--- config.mk ---
export PLATFORM = sky130hd
export DESIGN_NAME = key_conditioner
export DESIGN_NICKNAME = d
export VERILOG_FILES = /design/src/rtl/key_conditioner.sv
export SDC_FILE = /design/constraint.sdc
export NUM_CORES = 1
export LEC_CHECK = 0
export CORE_MARGIN = 2
export CORE_UTILIZATION = 43
export CTS_BUF_LIST = sky130_fd_sc_hd__clkbuf_8
export CTS_CLUSTER_DIAMETER = 30
export CTS_CLUSTER_SIZE = 28
export DETAILED_ROUTE_END_ITERATION = 8
export DONT_BUFFER_PORTS = 1
export GPL_ROUTABILITY_DRIVEN = 0
export GPL_TIMING_DRIVEN = 0
export PLACE_DENSITY = 0.61
export SLEW_MARGIN = 20
export SYNTH_ARGS = -nofsm -noshare
export SYNTH_HDL_FRONTEND = slang
export SYNTH_SLANG_ARGS = --single-unit
--- constraint.sdc ---
create_clock -name clk_i -period 4.6 [get_ports clk_i]
set_clock_uncertainty 0.1 [all_clocks]
set_input_delay 0.69 -clock clk_i [delete_from_list [all_inputs] [get_ports clk_i]]
set_output_delay 0.69 -clock clk_i [all_outputs]
set_load 0.1 [all_outputs]
--- src/rtl/key_conditioner.sv ---
// key_conditioner
//
// Multi-channel push-button front end. Each raw key is synchronised, normalised so that
// 1 means pressed, and debounced. The block then produces a clean level, single-cycle
// press/release pulses, and an optional auto-repeat pulse train for held keys.
//
// Ports:
//   clk_i        system clock
//   rst_i        asynchronous, active-high reset
//   keys_i       raw key pins (asynchronous to clk_i)
//   repeat_en_i  per-channel auto-repeat enable
//   state_o      debounced level, 1 = pressed
//   press_o      one-cycle pulse when state_o rises
//   release_o    one-cycle pulse when state_o falls
//   repeat_o     one-cycle pulse on press and on every auto-repeat
//
// All outputs are registered; there is no combinational path from any input to any output.

module key_conditioner #(
  parameter int unsigned N_KEYS               = 2,
  parameter bit          ACTIVE_LOW           = 1'b1,
  parameter int unsigned DEBOUNCE_CYCLES      = 500_000,
  parameter int unsigned REPEAT_DELAY_CYCLES  = 15_000_000,
  parameter int unsigned REPEAT_PERIOD_CYCLES = 2_500_000
) (
  input  logic              clk_i,
  input  logic              rst_i,
  input  logic [N_KEYS-1:0] keys_i,
  input  logic [N_KEYS-1:0] repeat_en_i,
  output logic [N_KEYS-1:0] state_o,
  output logic [N_KEYS-1:0] press_o,
  output logic [N_KEYS-1:0] release_o,
  output logic [N_KEYS-1:0] repeat_o
);

  localparam int unsigned DbW    = $clog2(DEBOUNCE_CYCLES + 1);
  localparam int unsigned RptMax = (REPEAT_DELAY_CYCLES > REPEAT_PERIOD_CYCLES) ?
                                   REPEAT_DELAY_CYCLES : REPEAT_PERIOD_CYCLES;
  localparam int unsigned RptW   = $clog2(RptMax + 1);

  // Terminal counts: the event fires on the edge where the counter would reach the target.
  localparam logic [DbW-1:0]  DbLast     = DbW'(DEBOUNCE_CYCLES - 1);
  localparam logic [RptW-1:0] DelayLast  = RptW'(REPEAT_DELAY_CYCLES - 1);
  localparam logic [RptW-1:0] PeriodLast = RptW'(REPEAT_PERIOD_CYCLES - 1);

  // Raw level of a released key; the synchronisers reset to it so reset never looks like a press.
  localparam logic RelLevel = ACTIVE_LOW;

  typedef enum logic {
    StWaitDelay,
    StWaitPeriod
  } phase_e;

  for (genvar k = 0; k < int'(N_KEYS); k++) begin : g_chan
    logic            sync1_q, sync1_d;
    logic            sync2_q, sync2_d;
    logic            pressed_now;
    logic            stable_q, stable_d;
    logic [DbW-1:0]  db_cnt_q, db_cnt_d;
    logic            rise, fall;
    phase_e          phase_q, phase_d;
    logic [RptW-1:0] rpt_cnt_q, rpt_cnt_d;
    logic            rpt_due;
    logic            press_q, press_d;
    logic            release_q, release_d;
    logic            repeat_q, repeat_d;

    // State register.
    always_ff @(posedge clk_i or posedge rst_i) begin
      if (rst_i) begin
        sync1_q   <= RelLevel;
        sync2_q   <= RelLevel;
        stable_q  <= 1'b0;
        db_cnt_q  <= '0;
        phase_q   <= StWaitDelay;
        rpt_cnt_q <= '0;
        press_q   <= 1'b0;
        release_q <= 1'b0;
        repeat_q  <= 1'b0;
      end else begin
        sync1_q   <= sync1_d;
        sync2_q   <= sync2_d;
        stable_q  <= stable_d;
        db_cnt_q  <= db_cnt_d;
        phase_q   <= phase_d;
        rpt_cnt_q <= rpt_cnt_d;
        press_q   <= press_d;
        release_q <= release_d;
        repeat_q  <= repeat_d;
      end
    end

    // Next state: synchroniser, debounce and auto-repeat schedule.
    always_comb begin
      sync1_d     = keys_i[k];
      sync2_d     = sync1_q;
      pressed_now = sync2_q ^ ACTIVE_LOW;

      stable_d = stable_q;
      db_cnt_d = '0;
      rise     = 1'b0;
      fall     = 1'b0;
      // Any sample that agrees with the accepted level is a bounce and restarts the count.
      if (pressed_now != stable_q) begin
        if (db_cnt_q == DbLast) begin
          stable_d = ~stable_q;
          rise     = ~stable_q;
          fall     = stable_q;
        end else begin
          db_cnt_d = db_cnt_q + DbW'(1);
        end
      end

      rpt_cnt_d = rpt_cnt_q;
      phase_d   = phase_q;
      // Press, release, idle or a disabled channel all restart the schedule from the delay
      // phase; release therefore also suppresses a repeat that falls due on the same edge.
      if (rise || fall || !stable_q || !repeat_en_i[k]) begin
        rpt_cnt_d = '0;
        phase_d   = StWaitDelay;
      end else begin
        unique case (phase_q)
          StWaitDelay: begin
            if (rpt_cnt_q == DelayLast) begin
              rpt_cnt_d = '0;
              phase_d   = StWaitPeriod;
            end else begin
              rpt_cnt_d = rpt_cnt_q + RptW'(1);
            end
          end
          StWaitPeriod: begin
            if (rpt_cnt_q == PeriodLast) begin
              rpt_cnt_d = '0;
            end else begin
              rpt_cnt_d = rpt_cnt_q + RptW'(1);
            end
          end
          default: begin
            rpt_cnt_d = '0;
            phase_d   = StWaitDelay;
          end
        endcase
      end
    end

    // Output decode: next values of the registered pulses.
    always_comb begin
      rpt_due = 1'b0;
      unique case (phase_q)
        StWaitDelay:  rpt_due = (rpt_cnt_q == DelayLast);
        StWaitPeriod: rpt_due = (rpt_cnt_q == PeriodLast);
        default:      rpt_due = 1'b0;
      endcase
      press_d   = rise;
      release_d = fall;
      repeat_d  = rise | (stable_q & ~fall & repeat_en_i[k] & rpt_due);
    end

    assign state_o[k]   = stable_q;
    assign press_o[k]   = press_q;
    assign release_o[k] = release_q;
    assign repeat_o[k]  = repeat_q;
  end

endmodule
* Yosys cells after proc, flatten, opt, wreduce, memory -nomap -nowiden
Index checks and enable logic that the tools add are counted.
Widths: inputs -> output; s select.
** Word-level totals
- Bits in read-only memories :: 0
- Memories :: 0
- Word-level logic and storage cells :: 86
- RAM bits :: 0
- Input bits :: 6
- Latch bits :: 0
- Register bits after elaboration :: 100
** Operators by class
- Bitwise logic cells :: 16
- Divide/modulo/power cells :: 0
- $lt $le $gt $ge :: 0
- Equal/unequal tests :: 8
- Add/sub/neg operators :: 4
- Mux-type cells :: 28
- Shift operators :: 0
- Reduce and logical (&&, ||, !) cells :: 12
- $mul :: 0
** Operators with widths (number)
- $mux 24 :: 6
- $pmux 24 s2 :: 2
- $mux 19 :: 4
- $add 24x1->24 const B :: 2
- $eq 24x22->1 const B :: 2
- $eq 24x24->1 const B :: 2
- $add 19x1->19 const B :: 2
- $eq 19x19->1 const B :: 2
- $mux 1 :: 14
- $not 1->1 :: 8
- $and 1x1->1 :: 6
- $logic_or 1x1->1 :: 6
- $logic_not 1->1 :: 4
- $pmux 1 s2 :: 2
- $reduce_and 2->1 :: 2
- $ne 1x1->1 :: 2
- $or 1x1->1 :: 2

* Depth between registers and ports, before layout
Gate-level depths: netlist of run 1.
- Depth after elaboration :: 8
- Gate-level depth with buffers :: 7
- Depth with buffers taken out :: 5

* Worst setup path after synthesis of run 1
No wires, ideal clock.
- Path kind :: register -> register
- From :: register g_chan[0].rpt_cnt_q[0]
- To :: register g_chan[0].rpt_cnt_q[22]
- Buffers on the path :: 1
- Cell stages (with the launch flop) :: 7
- Clock period less this slack :: 2.176 ns
- Path slack :: 2.424 ns
- Arrival time :: 1.989 ns
- Cell sequence :: dfrtp_1 ha_1 nand4_2 or4_1 buf_2 or4_4 a211oi_2
** Between the ends
- Word-level cells in the longest chain between the ends :: 4
** Ends and longest elaborated chain
- start, declared :: line 62 : logic [RptW-1:0] rpt_cnt_q, rpt_cnt_d;
- start signal, assigned :: line 86 : rpt_cnt_q <= rpt_cnt_d;
- $add 24x1->24 (tied with other cells) :: line 128, 135
- $mux 24, on equally long branches :: line 132, 124
- $pmux 24 s2 (*) :: line 122 : unique case (phase_q)
- $mux 24 (*) :: line 118 : if (rise || fall || !stable_q || !repeat_en_i[k]) begin
- named net g_chan[0].rpt_cnt_d[22] :: line 62
Mark *: on every way through the listed nets, which the timed path passes. The rest lies on a longest branch.
A chain may end at the register's enable or synchronous reset.

* Final worst setup path of run 1
- From :: register g_chan[0].db_cnt_q[0]
- To :: register g_chan[0].rpt_cnt_q[3]
** Between the ends
- Word-level cells in the longest chain between the ends :: 7
** Ends and longest elaborated chain
- start, declared :: line 59 : logic [DbW-1:0] db_cnt_q, db_cnt_d;
- start signal, assigned :: line 84 : db_cnt_q <= db_cnt_d;
- $eq 19x19->1 (*) :: line 105 : if (db_cnt_q == DbLast) begin
- $mux 1 :: line 105
- $mux 1 :: line 104 : if (pressed_now != stable_q) begin
- $logic_or 1x1->1 (*) (3 in a row) :: line 118
- $mux 24 (*) :: line 118
- named net g_chan[0].rpt_cnt_d[3] :: line 62
Marked as above.

==> results of run 1 <==
area by class of cell:
type	instances	share of cell area, %
buffer	27	2.618
timing repair buffer	1	0.4965
clock inverter	6	1.151
inverter	11	0.8350
clock buffer	10	2.483
sequential	100	45.23
multi-input combinational	377	43.96
tap	143	3.227
logic make-up after synthesis:
group / count (synthesis) / share of synthesized area, %
and+or+nand+nor: 251 / 28.51
buffers and inverters: 38 / 3.633
adders and majority gates: 4 / 0.9754
DFF: 100 / 48.87
xor gates and xnor gates: 52 / 8.876
AOI/OAI and AO/OA: 70 / 9.144
sequential cells by signal, summed over array words and instances (netlist names):
name	cells
g_chan.release_q	2
g_chan.db_cnt_q	38
g_chan.sync1_q	2
g_chan.stable_q	2
g_chan.repeat_q	2
g_chan.phase_q	2
g_chan.press_q	2
g_chan.rpt_cnt_q	48
g_chan.sync2_q	2
per-layer routing:
layer / up-vias / global-route usage [%] / wire length [um]
li1: 1919 / - / -
met1: 1970 / 24.91 / 5199
met2: 91 / 29.06 / 5143
met3: 6 / 4.928 / 434
met4: 0 / 5.447 / 70
met5: - / 0 / 0
worst min-delay path by stage:
stage	from	to	cells past startpoint
CTS	rst_i	g_chan[1].rpt_cnt_q[3]	1
finish	rst_i	g_chan[1].rpt_cnt_q[3]	1
floorplan	g_chan[0].sync1_q	g_chan[0].sync2_q	0
detailed placement	g_chan[0].sync1_q	g_chan[0].sync2_q	0
global placement	g_chan[0].sync1_q	g_chan[0].sync2_q	0
global route	rst_i	g_chan[0].rpt_cnt_q[18]	1
cells in the final DEF, fill, tap and decap left out, types with 5 or more instances in the layout:
cell type	count
buf_4	8
nor2_1	38
xor2_1	29
dfrtp_1	96
and4_1	10
buf_2	11
nand3_1	22
a211oi_1	21
nand4b_1	5
nand2_1	35
nand4_1	26
o21ai_0	17
xnor2_1	23
nor3_1	31
and3_1	7
clkbuf_8	10
or4_1	14
o31ai_1	13
nor4_1	9
inv_1	11
a21oi_1	10
or3_1	18
and2_1	7
clkbuf_1	8
metrics by stage:
| stage | util [%] | hold slack (ps) | total power (uW) |
|---|---|---|---|
| after floorplan | - | 245.2 | 932.9 |
| after global placement | 46.11 | 248.6 | 943.6 |
| after detailed placement | 46.39 | 247.8 | 947.6 |
| after CTS | 48.14 | 45.65 | 1536 |
| after global routing | 48.14 | 58.08 | 1574 |
| final | 48.14 | 51.10 | 1506 |
worst register-to-register path, cell delays in order, from the launching register on:
cell      delay [ps]
dfrtp_1          380
ha_1             140
buf_2            190
and4bb_2         240
nand4_1          180
o31ai_1          900
buf_2            370
nor3_1            90
cells in the mapped netlist (2+ instances only):
cell type | instances | area (um^2)
xor2_1 | 29 | 254.0
or4_1 | 14 | 105.1
ha_1 | 4 | 50.05
nor2b_1 | 2 | 12.51
and3_1 | 7 | 43.79
nor3b_1 | 2 | 15.01
or4_4 | 2 | 22.52
dfrtp_1 | 96 | 2402
and4_1 | 10 | 87.58
o21ba_2 | 2 | 20.02
buf_4 | 8 | 60.06
or4b_1 | 2 | 20.02
and2_1 | 7 | 43.79
a21oi_1 | 10 | 50.05
o21ai_0 | 17 | 85.08
nor2_1 | 38 | 142.6
nand3_1 | 22 | 110.1
nand4_2 | 2 | 25.02
o31ai_1 | 13 | 97.59
inv_1 | 11 | 41.29
and4b_1 | 3 | 30.03
or3_1 | 18 | 112.6
nand4_1 | 26 | 162.7
a211oi_1 | 21 | 157.7
nand2_1 | 35 | 131.4
buf_2 | 11 | 55.05
clkbuf_1 | 8 | 30.03
or4b_2 | 2 | 20.02
xnor2_1 | 23 | 201.4
dfstp_2 | 4 | 105.1
nor4_1 | 9 | 56.30
nand4b_1 | 5 | 43.79
nor3_1 | 31 | 155.2
nand3b_1 | 2 | 15.01
nor4b_1 | 3 | 26.28
report_power, final:
| group | switching (uW) | total (uW) | internal [uW] |
|---|---|---|---|
| logic | 28.0 | 36.8 | 8.81 |
| registers | 5.40 | 891 | 886 |
| clock network | 311 | 577 | 266 |
| total | 344 | 1510 | 1160 |
==> flow_summary.toml, run 1 <==
[die]
die_w_um = 113.2
initial_core_util_pct = 44.56
row_count = 39
coreArea_um2 = 11520
fp.dieArea_um2 = 12820
floorplan.io_pins = 14
die_h_um = 113.2

[critical_path]
path_delay_family = "compound AO/OA/AOI/OAI gates"
cp_slowest_cell = "o31ai_1"
worst_setup_path_end_kind = "flip-flop"
crit_arrival_ps = 2870
crit_fanout = 10
slowest_delay_ps = 900
r2r_setup_slack_ps = 1880
crit_top_cell = "buf_2"
r2r_start = "g_chan[0].db_cnt_q[0]"
crit_end = "g_chan[0].rpt_cnt_q[3]"
rr_worst_depth = 7
start_kind = "flip-flop"
cp.depth = 7
startpoint = "g_chan[0].db_cnt_q[0]"
crit_type = "reg2reg"
path_buf_inv = 2
required_ps = 4760
worst_r2r_endpoint = "g_chan[0].rpt_cnt_q[3]"
crit_chain = "ha_1, buf_2, and4bb_2, nand4_1, o31ai_1, buf_2, nor3_1"

[sta]
slew_headroom_pct = 33.17
report.final.hold_viol_count = 0
rsz0062_at_grt = "false"
worst_pin_slew_ps = 994.0
fin_crit_ps = 2718
max_freq_mhz = 367.9
finalCritPeriodShare_pct = 59.09
finalMaxSlewViolations = 0
setup_viol = 0
setup_tns_ps = 0
timing.final.ws_setup_ps = 1882

[pwr]
powerDensity_nw_per_um2 = 271.6
leakage_uw = 0.002097
peakVddDrop_mv = 0.1471

[layout]
drive_above_1_share_pct = 10.71
fillers = 1072
final_cell_area_um2 = 5544
seqCellArea_um2 = 2507
layout.nets = 537
area_delta_synth_final_pct = 8.047
fin_cells = 675
multi_input_area_um2 = 2437
diodes = 0

[placement]
place_area_um2 = 5343
port_buffers = 0
pre_cts_slack_ps = 1920
dp_hpwl_um = 7464
dp.cells = 659

[logic_synthesis]
synthCells = 515
synth_edf_count = 0
ys_types = 51
syn_avg_cell_area_um2 = 9.963
syn_area_um2 = 5131
synthFlopType = "dfrtp_1"
ys_seq_area_share_pct = 48.87
async_flop_share_pct = 100.0
ys_warn_count = 0
synth-seq-cells = 100
syn-num-nets = 525

[worst_hold_path]
min_path_type = "in2async"

[global_route]
grtUsageTotal_pct = 18.38
grt_pass1_vias = 3954
antenna_found_initial = 0
grt_max_degree = 65
grt-ovfl-total = 0
grt_pass1_wl_um = 19020

[drt]
drt-total-wl_um = 10850
drc = 2
drt.antenna.violating_nets = 0
drtIter0Drc = 318
dr.pass1.iters = 7
avgViaCountPerCell = 5.905
via_count = 3986
wl_per_cell_um = 16.07

[clocking]
cts_made_buffers = 9
root_buffer = "clkbuf_8"
cts_tree = "yes"
clkTransAtPathRegs_ps = 100
cts_setup_buffers = 0
clockBufferDepth = 2
cts.sinks = 100
holdBufCountCts = 0
ctsResizeCount = 0
cts-htree-levels = 3
clkLatencyLatePin_ps = 380

[run]
drv_cap = 0

[status]
status = "finished with violations"
violations = "design-rule violations"
(Power assumes the default switching activity.)
==> run 2: changes to the inputs <==
==> constraint.sdc (replaced) <==
create_clock -name clk_i -period 2.67 [get_ports clk_i]
set_clock_uncertainty 0.1 [all_clocks]
set_input_delay 0.4005 -clock clk_i [delete_from_list [all_inputs] [get_ports clk_i]]
set_output_delay 0.4005 -clock clk_i [all_outputs]
set_load 0.1 [all_outputs]
==> run 2 against run 1 <==
  * The flow still finishes with violations (design-rule violations)
  * Setup slack worse by 1700 ps
  * Non-clock buffer count rose by 5
  * Worst hold slack gained 89 ps
  * Clock power increased by 72%
  * Highest routed layer unchanged
  * Final cell count increased by 0.74%
  * Global-route usage down 0.29 points
  * Design area is 1.4% higher
  * Largest cell class unchanged
  * Combinational power grew 98%
  * Utilization rose by 0.65 points
==> flow_summary.toml, run 2 (synthesis gave the netlist of run 1 again) <==
[layout]
area_delta_synth_final_pct = 9.510
reg_top3 = "g_chan.rpt_cnt_q (48), g_chan.db_cnt_q (38)"
largest_reg_flops = 48
final_util_pct = 48.79
diodes = 0
drive_above_1_share_pct = 11.73
final_common_cell = "dfrtp_1"
final_cell_area_um2 = 5619
top_register = "g_chan.rpt_cnt_q"
final_cell_mix = "96 x dfrtp_1, 38 x nor2_1, 35 x nand2_1"
layout.nets = 542

[pwr]
leakage_uw = 0.002126
p_int_uw = 2008
total_power_uw = 2599
power.switching_uw = 591.6
p_seq_share_pct = 59.1
powerDensity_nw_per_um2 = 462.6
power.share.clock_pct = 38.1
peakVddDrop_mv = 0.3227
power_frac_comb_pct = 2.8
p_sw_share_pct = 22.76

[global_route]
grtUsageTotal_pct = 18.09
grt_pass1_wl_um = 18570
grt_max_degree = 35
grt-ovfl-total = 0
grt_pass1_vias = 3844
antenna_found_initial = 0

[drt]
avgViaCountPerCell = 5.787
wl_per_cell_um = 15.76
drtIter0Drc = 268
dr.pass1.iters = 7
drc = 1
via_count = 3935
drt-total-wl_um = 10720
drt.antenna.violating_nets = 0

[status]
violations = "design-rule violations"
status = "finished with violations"

[placement]
dp_hpwl_um = 7524
place_area_um2 = 5374
port_buffers = 0

[sta]
fin_crit_ps = 2482
setup_viol = 0
finalMaxSlewViolations = 0
setup_tns_ps = 0
worst_pin_slew_ps = 654.3
finalCritPeriodShare_pct = 92.97
rsz0062_at_grt = "false"
report.final.hold_viol_count = 0
slew_headroom_pct = 55.98
max_freq_mhz = 402.8

[run]
drv_cap = 0

[clocking]
cts_made_buffers = 9
cts-htree-levels = 3
cts.sinks = 100
clockBufferDepth = 2
clkLatencyLatePin_ps = 380
root_buffer = "clkbuf_8"
clkTransAtPathRegs_ps = 90
cts_tree = "yes"

[die]
row_count = 39
floorplan.io_pins = 14
coreArea_um2 = 11520
initial_core_util_pct = 44.56
die_h_um = 113.2
fp.dieArea_um2 = 12820
die_w_um = 113.2

[critical_path]
worst_setup_path_end_kind = "flip-flop"
start_kind = "flip-flop"
required_ps = 2810
crit_arrival_ps = 2630
crit_type = "reg2reg"
crit_fanout = 10

[worst_hold_path]
min_path_type = "in2reg"
-- run 2: what timing repair did --
item,4_1_cts,5_1_grt
hold buffers,3,0
hold endpoints to repair,13,0
buffers inserted,0,0
endpoints found under the setup margin,1,30
resized for setup,1,4
-- run 2: per-layer routing --
layer,wire (um),global-route usage [%]
met1,5210,24.79
met2,5040,27.90
met3,373,5.303
met4,90,5.528
met5,0,0
-- run 2: worst paths after layout --
check	from	end	slack (ps)	cells past startpoint
min in group asynchronous	rst_i	g_chan[0].rpt_cnt_q[11]	380	2
hold reg to reg	g_chan[0].sync1_q	g_chan[0].sync2_q	260	0
setup / recovery	g_chan[0].rpt_cnt_q[16]	g_chan[0].rpt_cnt_q[18]	190	5
hold / removal	repeat_en_i[0]	g_chan[0].repeat_q	140	2
setup reg to reg	g_chan[0].rpt_cnt_q[16]	g_chan[0].rpt_cnt_q[18]	190	5
max in group asynchronous	rst_i	g_chan[1].sync2_q	1550	3
-- run 2: cell type report --
class / count / area [um^2]
clock inverters: 6 / 63.81
clock buffers: 10 / 137.6
plain buffers: 27 / 146.4
flip-flops and latches: 100 / 2507
fillers: 1067 / 5897
inverters: 11 / 45.04
well taps: 143 / 178.9
repair buffers: 6 / 90.09
multi-input cells: 377 / 2450
-- run 2: power groups by stage --
stage	clock, uW	combinational [uW]	sequential (uW)
after floorplan	0	44.9	1560
after global placement	0	60.5	1570
after detailed placement	0	72.3	1570
after CTS	1040	76.5	1540
after global routing	1090	85.8	1540
final	991	72.7	1540
-- run 2: critical path, stage by stage, from the launching register on --
cell and delay (ps):
dfrtp_1 440, or4b_2 650, nor4_1 520, o21a_1 310, buf_2 260, a211oi_1 70
-- run 2: through the flow --
step	setup slack, ps	hold WS (ps)	std cells
2_1_floorplan	494.0	245.2	515
3_3_place_gp	13.53	247.2	658
3_5_place_dp	29.50	180.8	661
4_1_cts	19.68	117.0	680
5_1_grt	29.21	132.0	680
6_report	187.7	140.4	680
==> run 3: changes to the inputs <==
--- a/config.mk
+++ b/config.mk
@@ -9,7 +9,6 @@
 export CORE_UTILIZATION = 43
 export CTS_BUF_LIST = sky130_fd_sc_hd__clkbuf_8
 export CTS_CLUSTER_DIAMETER = 30
-export CTS_CLUSTER_SIZE = 28
 export DETAILED_ROUTE_END_ITERATION = 8
 export DONT_BUFFER_PORTS = 1
 export GPL_ROUTABILITY_DRIVEN = 0
==> results of run 3 <==
The final DEF is identical to that of run 2; final timing and power are the same.
